File: config.mk
export PLATFORM = sky130hd
export DESIGN_NAME = wb_stage_flat
export DESIGN_NICKNAME = d
export VERILOG_FILES = /design/src/rtl/wb_pkg.sv /design/src/rtl/wb_if.sv /design/src/rtl/wb_fifo.sv /design/src/rtl/wb_stage.sv /design/src/flat_wrapper.sv
export SDC_FILE = /design/constraint.sdc
export NUM_CORES = 1
export LEC_CHECK = 0
export ABC_AREA = 1
export CORE_MARGIN = 2
export CORE_UTILIZATION = 53
export CTS_BUF_LIST = sky130_fd_sc_hd__clkbuf_16
export DETAILED_ROUTE_END_ITERATION = 12
export MAX_ROUTING_LAYER = met4
export PLACE_DENSITY_LB_ADDON = 0.3
export REMOVE_ABC_BUFFERS = 1
export SLEW_MARGIN = 30
export SYNTH_ARGS = -nofsm -noshare
export SYNTH_HDL_FRONTEND = slang
export SYNTH_SLANG_ARGS = --single-unit
File: constraint.sdc
create_clock -name clk -period 3.8 [get_ports clk]
set_clock_uncertainty 0.05 [all_clocks]
set_input_delay 1.14 -clock clk [delete_from_list [all_inputs] [get_ports clk]]
set_output_delay 1.14 -clock clk [all_outputs]
set_load 0.03 [all_outputs]
File: src/rtl/wb_pkg.sv
// wb_pkg: shared widths and the queued-result entry type for the writeback stage.
package wb_pkg;
    localparam int WB_DW    = 8;
    localparam int WB_AW    = 3;
    localparam int WB_DEPTH = 4;
    localparam int WB_PW    = $clog2(WB_DEPTH);
    localparam int WB_CW    = WB_PW + 1;
    typedef struct packed {logic [WB_AW-1:0] dst; logic [WB_DW-1:0] data;} wb_entry_t;
endpackage

File: src/rtl/wb_if.sv
// wb_if: producer handshakes, register-file write beat and forwarding lookups of the writeback stage.
interface wb_if;
    import wb_pkg::*;
    logic              ld_valid, ld_ready, alu_valid, alu_ready;
    logic [WB_AW-1:0]  ld_dst, alu_dst, wr_addr, rd_addrA, rd_addrB;
    logic [WB_DW-1:0]  ld_data, alu_data, dat_out, fwdA_data, fwdB_data;
    logic              wr_en, busy, fwdA_hit, fwdB_hit;
    modport slave (
        input  ld_valid, ld_dst, ld_data, alu_valid, alu_dst, alu_data, rd_addrA, rd_addrB,
        output ld_ready, alu_ready, wr_en, wr_addr, dat_out, busy,
               fwdA_hit, fwdA_data, fwdB_hit, fwdB_data
    );
    modport master (
        output ld_valid, ld_dst, ld_data, alu_valid, alu_dst, alu_data, rd_addrA, rd_addrB,
        input  ld_ready, alu_ready, wr_en, wr_addr, dat_out, busy,
               fwdA_hit, fwdA_data, fwdB_hit, fwdB_data
    );
endinterface

File: src/rtl/wb_fifo.sv
// wb_fifo: dual-push single-pop circular queue; push0 lands ahead of push1 in the same cycle.
module wb_fifo
    import wb_pkg::*;
(
    input  logic                          clk,
    input  logic                          rst_n,
    input  logic                          push0,
    input  wb_entry_t                     din0,
    input  logic                          push1,
    input  wb_entry_t                     din1,
    input  logic                          pop,
    output logic [WB_CW-1:0]              count,
    output wb_entry_t                     head,
    output logic [WB_DEPTH-1:0]           vld,
    output wb_entry_t [WB_DEPTH-1:0]      ent
);
    logic [WB_PW-1:0] rd_ptr_q, rd_ptr_d, wr_ptr_q, wr_ptr_d;
    logic [WB_CW-1:0] count_q, count_d;
    wb_entry_t        mem_q [WB_DEPTH];
    wb_entry_t        mem_d [WB_DEPTH];

    // ent/vld are presented oldest-first so the forwarding search can favour higher indices
    always_comb begin
        mem_d = mem_q;
        if (push0) mem_d[wr_ptr_q] = din0;
        if (push1) mem_d[push0 ? wr_ptr_q + WB_PW'(1) : wr_ptr_q] = din1;
        wr_ptr_d = wr_ptr_q + WB_PW'(push0) + WB_PW'(push1);
        rd_ptr_d = rd_ptr_q + WB_PW'(pop);
        count_d  = count_q + WB_CW'(push0) + WB_CW'(push1) - WB_CW'(pop);
        for (int i = 0; i < WB_DEPTH; i++) begin
            ent[i] = mem_q[rd_ptr_q + WB_PW'(i)];
            vld[i] = WB_CW'(i) < count_q;
        end
    end

    always_ff @(posedge clk or negedge rst_n) begin
        if (!rst_n) begin
            rd_ptr_q <= '0;
            wr_ptr_q <= '0;
            count_q  <= '0;
            mem_q    <= '{default: '0};
        end else begin
            rd_ptr_q <= rd_ptr_d;
            wr_ptr_q <= wr_ptr_d;
            count_q  <= count_d;
            mem_q    <= mem_d;
        end
    end

    assign count = count_q;
    assign head  = mem_q[rd_ptr_q];
endmodule

File: src/rtl/wb_stage.sv
// wb_stage: orders ALU/load results into the register-file write port.
// Define WB_FWD_EN to build forwarding from queued results and the current write beat.
module wb_stage
    import wb_pkg::*;
(
    input  logic clk,
    input  logic rst_n,
    wb_if.slave  bus
);
    localparam logic [WB_CW-1:0] DEPTH_C = WB_CW'(WB_DEPTH);

    logic [WB_CW-1:0]          count, free;
    wb_entry_t                 head;
    logic [WB_DEPTH-1:0]       vld;
    wb_entry_t [WB_DEPTH-1:0]  ent;
    logic                      ld_push, alu_push, pop;
    logic                      wr_en_q, wr_en_d;
    logic [WB_AW-1:0]          wr_addr_q, wr_addr_d;
    logic [WB_DW-1:0]          dat_out_q, dat_out_d;

    // readies look only at occupancy and ld_valid, so never at their own handshakes
    assign free          = DEPTH_C - count;
    assign bus.ld_ready  = free != '0;
    assign bus.alu_ready = free >= WB_CW'(2) || (free != '0 && !bus.ld_valid);
    assign ld_push       = bus.ld_valid && bus.ld_ready;
    assign alu_push      = bus.alu_valid && bus.alu_ready;
    assign pop           = count != '0;

    wb_fifo u_fifo (
        .clk   (clk),
        .rst_n (rst_n),
        .push0 (ld_push),
        .din0  ({bus.ld_dst, bus.ld_data}),
        .push1 (alu_push),
        .din1  ({bus.alu_dst, bus.alu_data}),
        .pop   (pop),
        .count (count),
        .head  (head),
        .vld   (vld),
        .ent   (ent)
    );

    always_comb begin
        wr_en_d   = pop;
        wr_addr_d = pop ? head.dst : wr_addr_q;
        dat_out_d = pop ? head.data : dat_out_q;
    end

    always_ff @(posedge clk or negedge rst_n) begin
        if (!rst_n) begin
            wr_en_q   <= 1'b0;
            wr_addr_q <= '0;
            dat_out_q <= '0;
        end else begin
            wr_en_q   <= wr_en_d;
            wr_addr_q <= wr_addr_d;
            dat_out_q <= dat_out_d;
        end
    end

    assign bus.wr_en   = wr_en_q;
    assign bus.wr_addr = wr_addr_q;
    assign bus.dat_out = dat_out_q;
    assign bus.busy    = pop || wr_en_q;

`ifdef WB_FWD_EN
    logic [WB_AW-1:0] ra  [2];
    logic             hit [2];
    logic [WB_DW-1:0] fd  [2];

    // write beat is the oldest candidate; later queue matches override it
    always_comb begin
        ra[0] = bus.rd_addrA;
        ra[1] = bus.rd_addrB;
        for (int p = 0; p < 2; p++) begin
            hit[p] = wr_en_q && wr_addr_q == ra[p];
            fd[p]  = hit[p] ? dat_out_q : '0;
            for (int i = 0; i < WB_DEPTH; i++) begin
                if (vld[i] && ent[i].dst == ra[p]) begin
                    hit[p] = 1'b1;
                    fd[p]  = ent[i].data;
                end
            end
        end
    end

    assign bus.fwdA_hit  = hit[0];
    assign bus.fwdA_data = fd[0];
    assign bus.fwdB_hit  = hit[1];
    assign bus.fwdB_data = fd[1];
`else
    logic unused_fwd;
    assign unused_fwd    = ^{vld, ent, bus.rd_addrA, bus.rd_addrB};
    assign bus.fwdA_hit  = 1'b0;
    assign bus.fwdA_data = '0;
    assign bus.fwdB_hit  = 1'b0;
    assign bus.fwdB_data = '0;
`endif
endmodule

File: src/flat_wrapper.sv
// flat-port wrapper written by rule: the top's interface ports become plain ports
module wb_stage_flat import wb_pkg::*;
  (clk, rst_n, bus_ld_valid, bus_ld_dst, bus_ld_data, bus_alu_valid, bus_alu_dst, bus_alu_data, bus_rd_addrA, bus_rd_addrB, bus_ld_ready, bus_alu_ready, bus_wr_en, bus_wr_addr, bus_dat_out, bus_busy, bus_fwdA_hit, bus_fwdA_data, bus_fwdB_hit, bus_fwdB_data);
  wb_if bus_i ();
  input  logic clk;
  input  logic rst_n;
  input wire logic [$bits(bus_i.ld_valid)-1:0] bus_ld_valid;
  input wire logic [$bits(bus_i.ld_dst)-1:0] bus_ld_dst;
  input wire logic [$bits(bus_i.ld_data)-1:0] bus_ld_data;
  input wire logic [$bits(bus_i.alu_valid)-1:0] bus_alu_valid;
  input wire logic [$bits(bus_i.alu_dst)-1:0] bus_alu_dst;
  input wire logic [$bits(bus_i.alu_data)-1:0] bus_alu_data;
  input wire logic [$bits(bus_i.rd_addrA)-1:0] bus_rd_addrA;
  input wire logic [$bits(bus_i.rd_addrB)-1:0] bus_rd_addrB;
  output wire logic [$bits(bus_i.ld_ready)-1:0] bus_ld_ready;
  output wire logic [$bits(bus_i.alu_ready)-1:0] bus_alu_ready;
  output wire logic [$bits(bus_i.wr_en)-1:0] bus_wr_en;
  output wire logic [$bits(bus_i.wr_addr)-1:0] bus_wr_addr;
  output wire logic [$bits(bus_i.dat_out)-1:0] bus_dat_out;
  output wire logic [$bits(bus_i.busy)-1:0] bus_busy;
  output wire logic [$bits(bus_i.fwdA_hit)-1:0] bus_fwdA_hit;
  output wire logic [$bits(bus_i.fwdA_data)-1:0] bus_fwdA_data;
  output wire logic [$bits(bus_i.fwdB_hit)-1:0] bus_fwdB_hit;
  output wire logic [$bits(bus_i.fwdB_data)-1:0] bus_fwdB_data;
  assign bus_i.ld_valid = bus_ld_valid;
  assign bus_i.ld_dst = bus_ld_dst;
  assign bus_i.ld_data = bus_ld_data;
  assign bus_i.alu_valid = bus_alu_valid;
  assign bus_i.alu_dst = bus_alu_dst;
  assign bus_i.alu_data = bus_alu_data;
  assign bus_i.rd_addrA = bus_rd_addrA;
  assign bus_i.rd_addrB = bus_rd_addrB;
  assign bus_ld_ready = bus_i.ld_ready;
  assign bus_alu_ready = bus_i.alu_ready;
  assign bus_wr_en = bus_i.wr_en;
  assign bus_wr_addr = bus_i.wr_addr;
  assign bus_dat_out = bus_i.dat_out;
  assign bus_busy = bus_i.busy;
  assign bus_fwdA_hit = bus_i.fwdA_hit;
  assign bus_fwdA_data = bus_i.fwdA_data;
  assign bus_fwdB_hit = bus_i.fwdB_hit;
  assign bus_fwdB_data = bus_i.fwdB_data;
  wb_stage u_core (.clk(clk), .rst_n(rst_n), .bus(bus_i));
endmodule
* Yosys cells after proc, flatten, opt, wreduce, memory -nomap -nowiden
Index checks and enable logic that the tools add are counted.
Storage, ports and cells: memory bits (read-only) 0, memories 0, bits in latches 0, bits of input ports 32, register bits after elaboration 63, output and inout bits 33, memory bits (writable) 0, logic and storage cells 53
Operators by class: equality and inequality tests 0, magnitude comparators 6, multiplexer cells 12, reduce and logical (&&, ||, !) cells 10, shifts and indexed selects 0, $add $sub $neg 8, bitwise logic cells 3, divide/modulo/power cells 0, multiply operators 0
Operators with widths (count):
- $bwmux W44 | 2
- $mux W44 | 2
- $demux W11 S2 | 2
- $mux W11 | 4
- $bmux W11 S2 | 1
- $ge A3 B3 Y1 const B | 3
- $not A2 Y3 | 3
- $add A2 B1 Y2 | 3
- $add A3 B1 Y3 | 2
- $lt A3 B1 Y1 const B | 2
- $reduce_bool A3 Y1 | 2
- $logic_and A1 B1 Y1 | 5
- $ge A3 B2 Y1 const B | 1
- $sub A3 B1 Y3 | 1
- $sub A3 B3 Y3 const A | 1
- $add A2 B1 Y2 const B | 1
- $logic_or A1 B1 Y1 | 2
- $mux W2 | 1
- $logic_not A1 Y1 | 1

* Logic depth before layout (Yosys ltp)
depth after elaboration 11, depth in mapped cells 15, depth with buffers taken out 13

* Cells and area by module
From an unflattened synthesis, not the netlist that was laid out.
Unflattened totals: cell total of the unflattened synthesis 659, area total of the unflattened synthesis 4675.7 µm²
By module, submodules not included:
- wb_fifo | instances 1, cells each 573, area an instance 3980.1 µm², seq. area each 1276.2 µm²
- wb_stage | instances 1, cells each 86, area an instance 695.7 µm², seq. area each 300.3 µm²

* Worst setup path before layout
OpenSTA, ideal clock, no wires.
path kind input to register, from input port bus_ld_valid, to register u_core.u_fifo.count_q[2] (netlist: u_core.u_fifo.count[2]), library setup time 0.079 ns, stages on the path 12, arrival time 3.172 ns, setup slack 0.499 ns, buffers on the path 2, path through nor2_1 > nor2_1 > nor2_2 > buf_6 > buf_2 > inv_1 > ha_1 > inv_1 > fa_1 > fa_1 > xnor2_1 > xor2_1
Between the ends: cells in the longest elaborated chain, start to end 6, elaborated cells between the ends (all ways) 8
Ends and longest elaborated chain:
- from (decl) | line flat_wrapper.sv:7 | input wire logic [$bits(bus_i.ld_valid)-1:0] bus_ld_valid;
- branches (longest 4 deep; another with $add A3 B1 Y3)
- $add A3 B1 Y3 (*) | line wb_fifo.sv:29 | count_d = count_q + WB_CW'(push0) + WB_CW'(push1) - WB_CW'(pop);
- $sub A3 B1 Y3 (*) | line wb_fifo.sv:29
- via u_core.u_fifo.count_d[2] | line wb_fifo.sv:18 | logic [WB_CW-1:0] count_q, count_d;
- to (signal assigned) | line wb_fifo.sv:45 | count_q <= count_d;
- to (decl) | line wb_fifo.sv:18
Mark *: on every way through the listed nets, which the timed path passes. A chain may end at the register's enable or synchronous reset.

* Worst setup path after layout
from input port bus_ld_valid, to output port bus_alu_ready
Between the ends: cells in the longest elaborated chain, start to end 3
Ends and longest elaborated chain:
- $logic_not A1 Y1 | line wb_stage.sv:24 | assign bus.alu_ready = free >= WB_CW'(2) || (free != '0 && !bus.ld_valid);
- $logic_and A1 B1 Y1 | line wb_stage.sv:24
- $logic_or A1 B1 Y1 | line wb_stage.sv:24
- to (decl) | line flat_wrapper.sv:16 | output wire logic [$bits(bus_i.alu_ready)-1:0] bus_alu_ready;
Every way passes these cells.

==> impl_metrics.py <==
metrics = {
    "timing": {
        "rsz_0062_raised_after_global_routing": "false",
        "timing.fmax_mhz": 273,
        "drv_slew": 0,
        "finalHoldViolCount": 0,
        "final_critical_period_ns": 3.66,
        "report.final.setup_viol": 0,
        "timing.max_slew.rel_slack": 0.511,
        "period_share": 0.964,
        "final_critical_path_setup_slack_ns": 0.135,
        "tightest_slew_ns": 0.732,
    },
    "drt": {
        "drt_via_density": 5.06,
        "post_detailed_routing_wire_length_mm": 9.11,
        "routed-via-count": 3233,
        "drtAntennaViolNets": 0,
        "drt_iter0_drc": 305,
        "drt_pre_antenna_iters": 4,
        "post_drt_wl_per_cell_um": 14.3,
        "route.detailed.drc": 0,
    },
    "floorplan": {
        "chipWidth_um": 87.8,
        "die-height_um": 87.8,
        "initial_core_util": 0.547,
        "floorplan.core_area_um2": 6790,
        "floorplan.io_pins": 65,
        "fp.dieArea_um2": 7700,
        "fp-row-count": 30,
    },
    "placement": {
        "dp_slack_ns": 0.138,
        "placed_cells_incl_taps": 623,
        "placement.io_buffers": 40,
        "hpwl_mm": 5.58,
        "globalplace.congestion": 0.823,
    },
    "flow_run": {
        "drv.max_cap_violation_count": 0,
    },
    "yosys": {
        "synth_top_area_share": 0.424,
        "synthesis.yosys.warnings": 0,
        "synth_sequential_area_ratio": 0.424,
        "syn-mean-instance-area_um2": 7.35,
        "synth_top_area_cell": "dfrtp_1",
        "largest_cells_by_area_after_synthesis": "dfrtp_1 (42%), nand2_1 (18%), o21ai_0 (8.9%)",
        "synth_compound_gate_area_share": 0.104,
        "synth_cell_area_um2": 3720,
        "yosysUniqueCellTypes": 23,
        "synth_commonest_cells": "nand2_1 (175), o21ai_0 (66), dfrtp_1 (63)",
        "cell_with_the_most_instances_after_synthesis": "nand2_1",
        "ys_async_sr_fraction": 1.00,
        "number_of_enable_type_register_cells_in_the_synthesized_netlist": 0,
        "syn-instance-count": 506,
        "yosys_register_bits": 63,
        "synthSimpleGateAreaFrac": 0.302,
        "synth_fa_ha_area_frac": 0.0498,
        "synth_top_family_by_area": "simple AND/OR/NAND/NOR gates",
        "synthXorXnorAreaFrac": 0.00942,
        "ys.flop_type": "dfrtp_1",
        "synth_mux_area_frac": 0,
    },
    "worst_setup_path": {
        "timing.critical_path.fanout_max": 2,
        "timing.critical_path.from": "bus_ld_valid",
        "ff2ff_setup_slack_ns": 0.88,
        "critical_path.startpoint_type": "primary input",
        "setup.worst_path.end": "bus_alu_ready",
        "critPathRequiredTime_ns": 2.61,
        "critical_setup_path_class": "in2out",
        "reg2regPathDepth": 13,
        "critical_path.endpoint_type": "primary output",
        "critical_path_arrival_ns": 2.47,
        "rr_endpoint": "u_core.u_fifo.count[2]",
        "ff_to_ff_start": "u_core.u_fifo.count[1]",
    },
    "global_routing": {
        "grt_start_max_net_pins": 49,
        "first_pass_grt_wire_length_mm": 15.1,
        "first_global_vias": 3121,
        "grt.total_usage": 0.267,
        "global_route.overflow_total": 0,
        "initial_antenna_violation_count": 0,
    },
    "pwr": {
        "p_per_area_nw_per_um2": 946,
        "leakagePower_nw": 2.24,
        "peakVddDrop_uv": 569,
    },
    "finish": {
        "area.growth.synth_to_final_pct": 17.6,
        "layout-drive-gt1-share": 0.0737,
        "stdcell_count": 639,
        "fill_cells": 624,
        "num-nets-final": 583,
        "num_antenna_cells": 0,
    },
    "cts": {
        "clock_tree.root_cell": "clkbuf_16",
        "clock_tree.htree_level_count": 3,
        "cts_post_setup_buffers_inserted": 0,
        "cts_buffer_depth": 2,
        "clock_buffer_count_from_cts": 9,
        "cts-hold-fix-buffers": 0,
        "clk_pin_slew_ns": 0.05,
        "cts-resized-gates": 0,
        "cts_tree": "built",
        "cts_num_sinks": 63,
        "clk_latency_ns": 0.33,
    },
    "worst_hold_path": {
        "timing.hold.worst.class": "reg2reg",
    },
    "status": {
        "status": "finished, final reports clean",
    },
}
==> per-stage QoR <==
step | area (um2) | util | hold WS [ns] | TNS [ns] | power, mW
4_1_cts | 4370 | 0.643 | 0.422 | 0 | 4.14
2_1_floorplan | 3480 | - | 0.392 | -0.134 | 2.61
3_5_place_dp | 4080 | 0.601 | 0.411 | 0 | 3.32
3_3_place_gp | 4080 | 0.601 | 0.410 | 0 | 3.23
6_report | 4370 | 0.643 | 0.424 | 0 | 4.13
5_1_grt | 4370 | 0.643 | 0.439 | 0 | 4.50
==> cells in the final DEF (no fill, tap or decap) <==
cell             Yosys  final
buf_2               11      1
buf_4               21     11
bufinv_16            0      1
clkbuf_16            0      9
clkdlybuf4s50_1      0     39
clkinv_1             0      2
clkinv_4             0      1
clkinvlp_4           0      2
conb_1               1     18
dfrtp_1             63     63
fa_1                 3      3
ha_1                10     10
inv_1               27     28
inv_2                1      1
inv_4                1      1
nand2_1            175    175
nand2_2              7      7
nand3_1             48     48
nand3b_1             1      1
nor2_1              35     35
nor2_2               4      4
nor2_4               1      1
o21ai_0             66     66
o21ai_1             11     11
or2_2                1      1
xnor2_1              2      2
xor2_1               2      2
==> state kept, by name (all words and copies together) (netlist names) <==
register                cells
u_core.u_fifo.rd_ptr_q      2
u_core.bus.wr_en            1
u_core.u_fifo.mem_q        44
u_core.u_fifo.wr_ptr_q      2
u_core.u_fifo.count         3
u_core.bus.wr_addr          3
u_core.bus.dat_out          8
==> logic make-up after synthesis <==
kind of cell | count (synthesis)
compound gates | 77
xor+xnor | 4
fa+ha+maj | 13
buf+inv | 76
flops | 63
other cells | 1
simple gates | 272
==> per-layer routing <==
layer	wire [um]	global-route usage	up-vias
met2	4550	0.437	109
met5	0	-	-
met3	520	0.0358	11
met1	3910	0.333	1482
li1	-	-	1631
met4	129	0.109	0
==> cell type report <==
type,instances,area [um2],area share
Clock buffer,9,225,0.0515
Clock inverter,7,65.1,0.0149
Inverter,29,111,0.0255
Multi-Input combinational cell,384,1800,0.411
Sequential cell,63,1580,0.361
Tap cell,96,120,0.0275
Timing Repair Buffer,51,478,0.109
==> worst max-delay path, stage by stage <==
cell and delay, ns:
clkdlybuf4s50_1 0.48, nor2_1 0.04, nor2_1 0.15, inv_1 0.06, clkdlybuf4s50_1 0.59
==> how the worst min path moves through the flow <==
stage                                endpoint                       from  depth (start not counted)  slack (ns)
floorplan           u_core.u_fifo.rd_ptr_q[1]  u_core.u_fifo.rd_ptr_q[1]                          1        0.39
global placement    u_core.u_fifo.rd_ptr_q[1]  u_core.u_fifo.rd_ptr_q[1]                          1        0.41
detailed placement  u_core.u_fifo.rd_ptr_q[1]  u_core.u_fifo.rd_ptr_q[1]                          1        0.41
CTS                 u_core.u_fifo.rd_ptr_q[1]  u_core.u_fifo.rd_ptr_q[1]                          1        0.42
global route        u_core.u_fifo.rd_ptr_q[1]  u_core.u_fifo.rd_ptr_q[1]                          1        0.44
finish              u_core.u_fifo.rd_ptr_q[1]  u_core.u_fifo.rd_ptr_q[1]                          1        0.42
==> power breakdown <==
part / switching [mW] / internal [mW]
clock: 0.300 / 0.501
combinational: 1.39 / 0.751
sequential: 0.175 / 1.02
(Power assumes the default switching activity.)
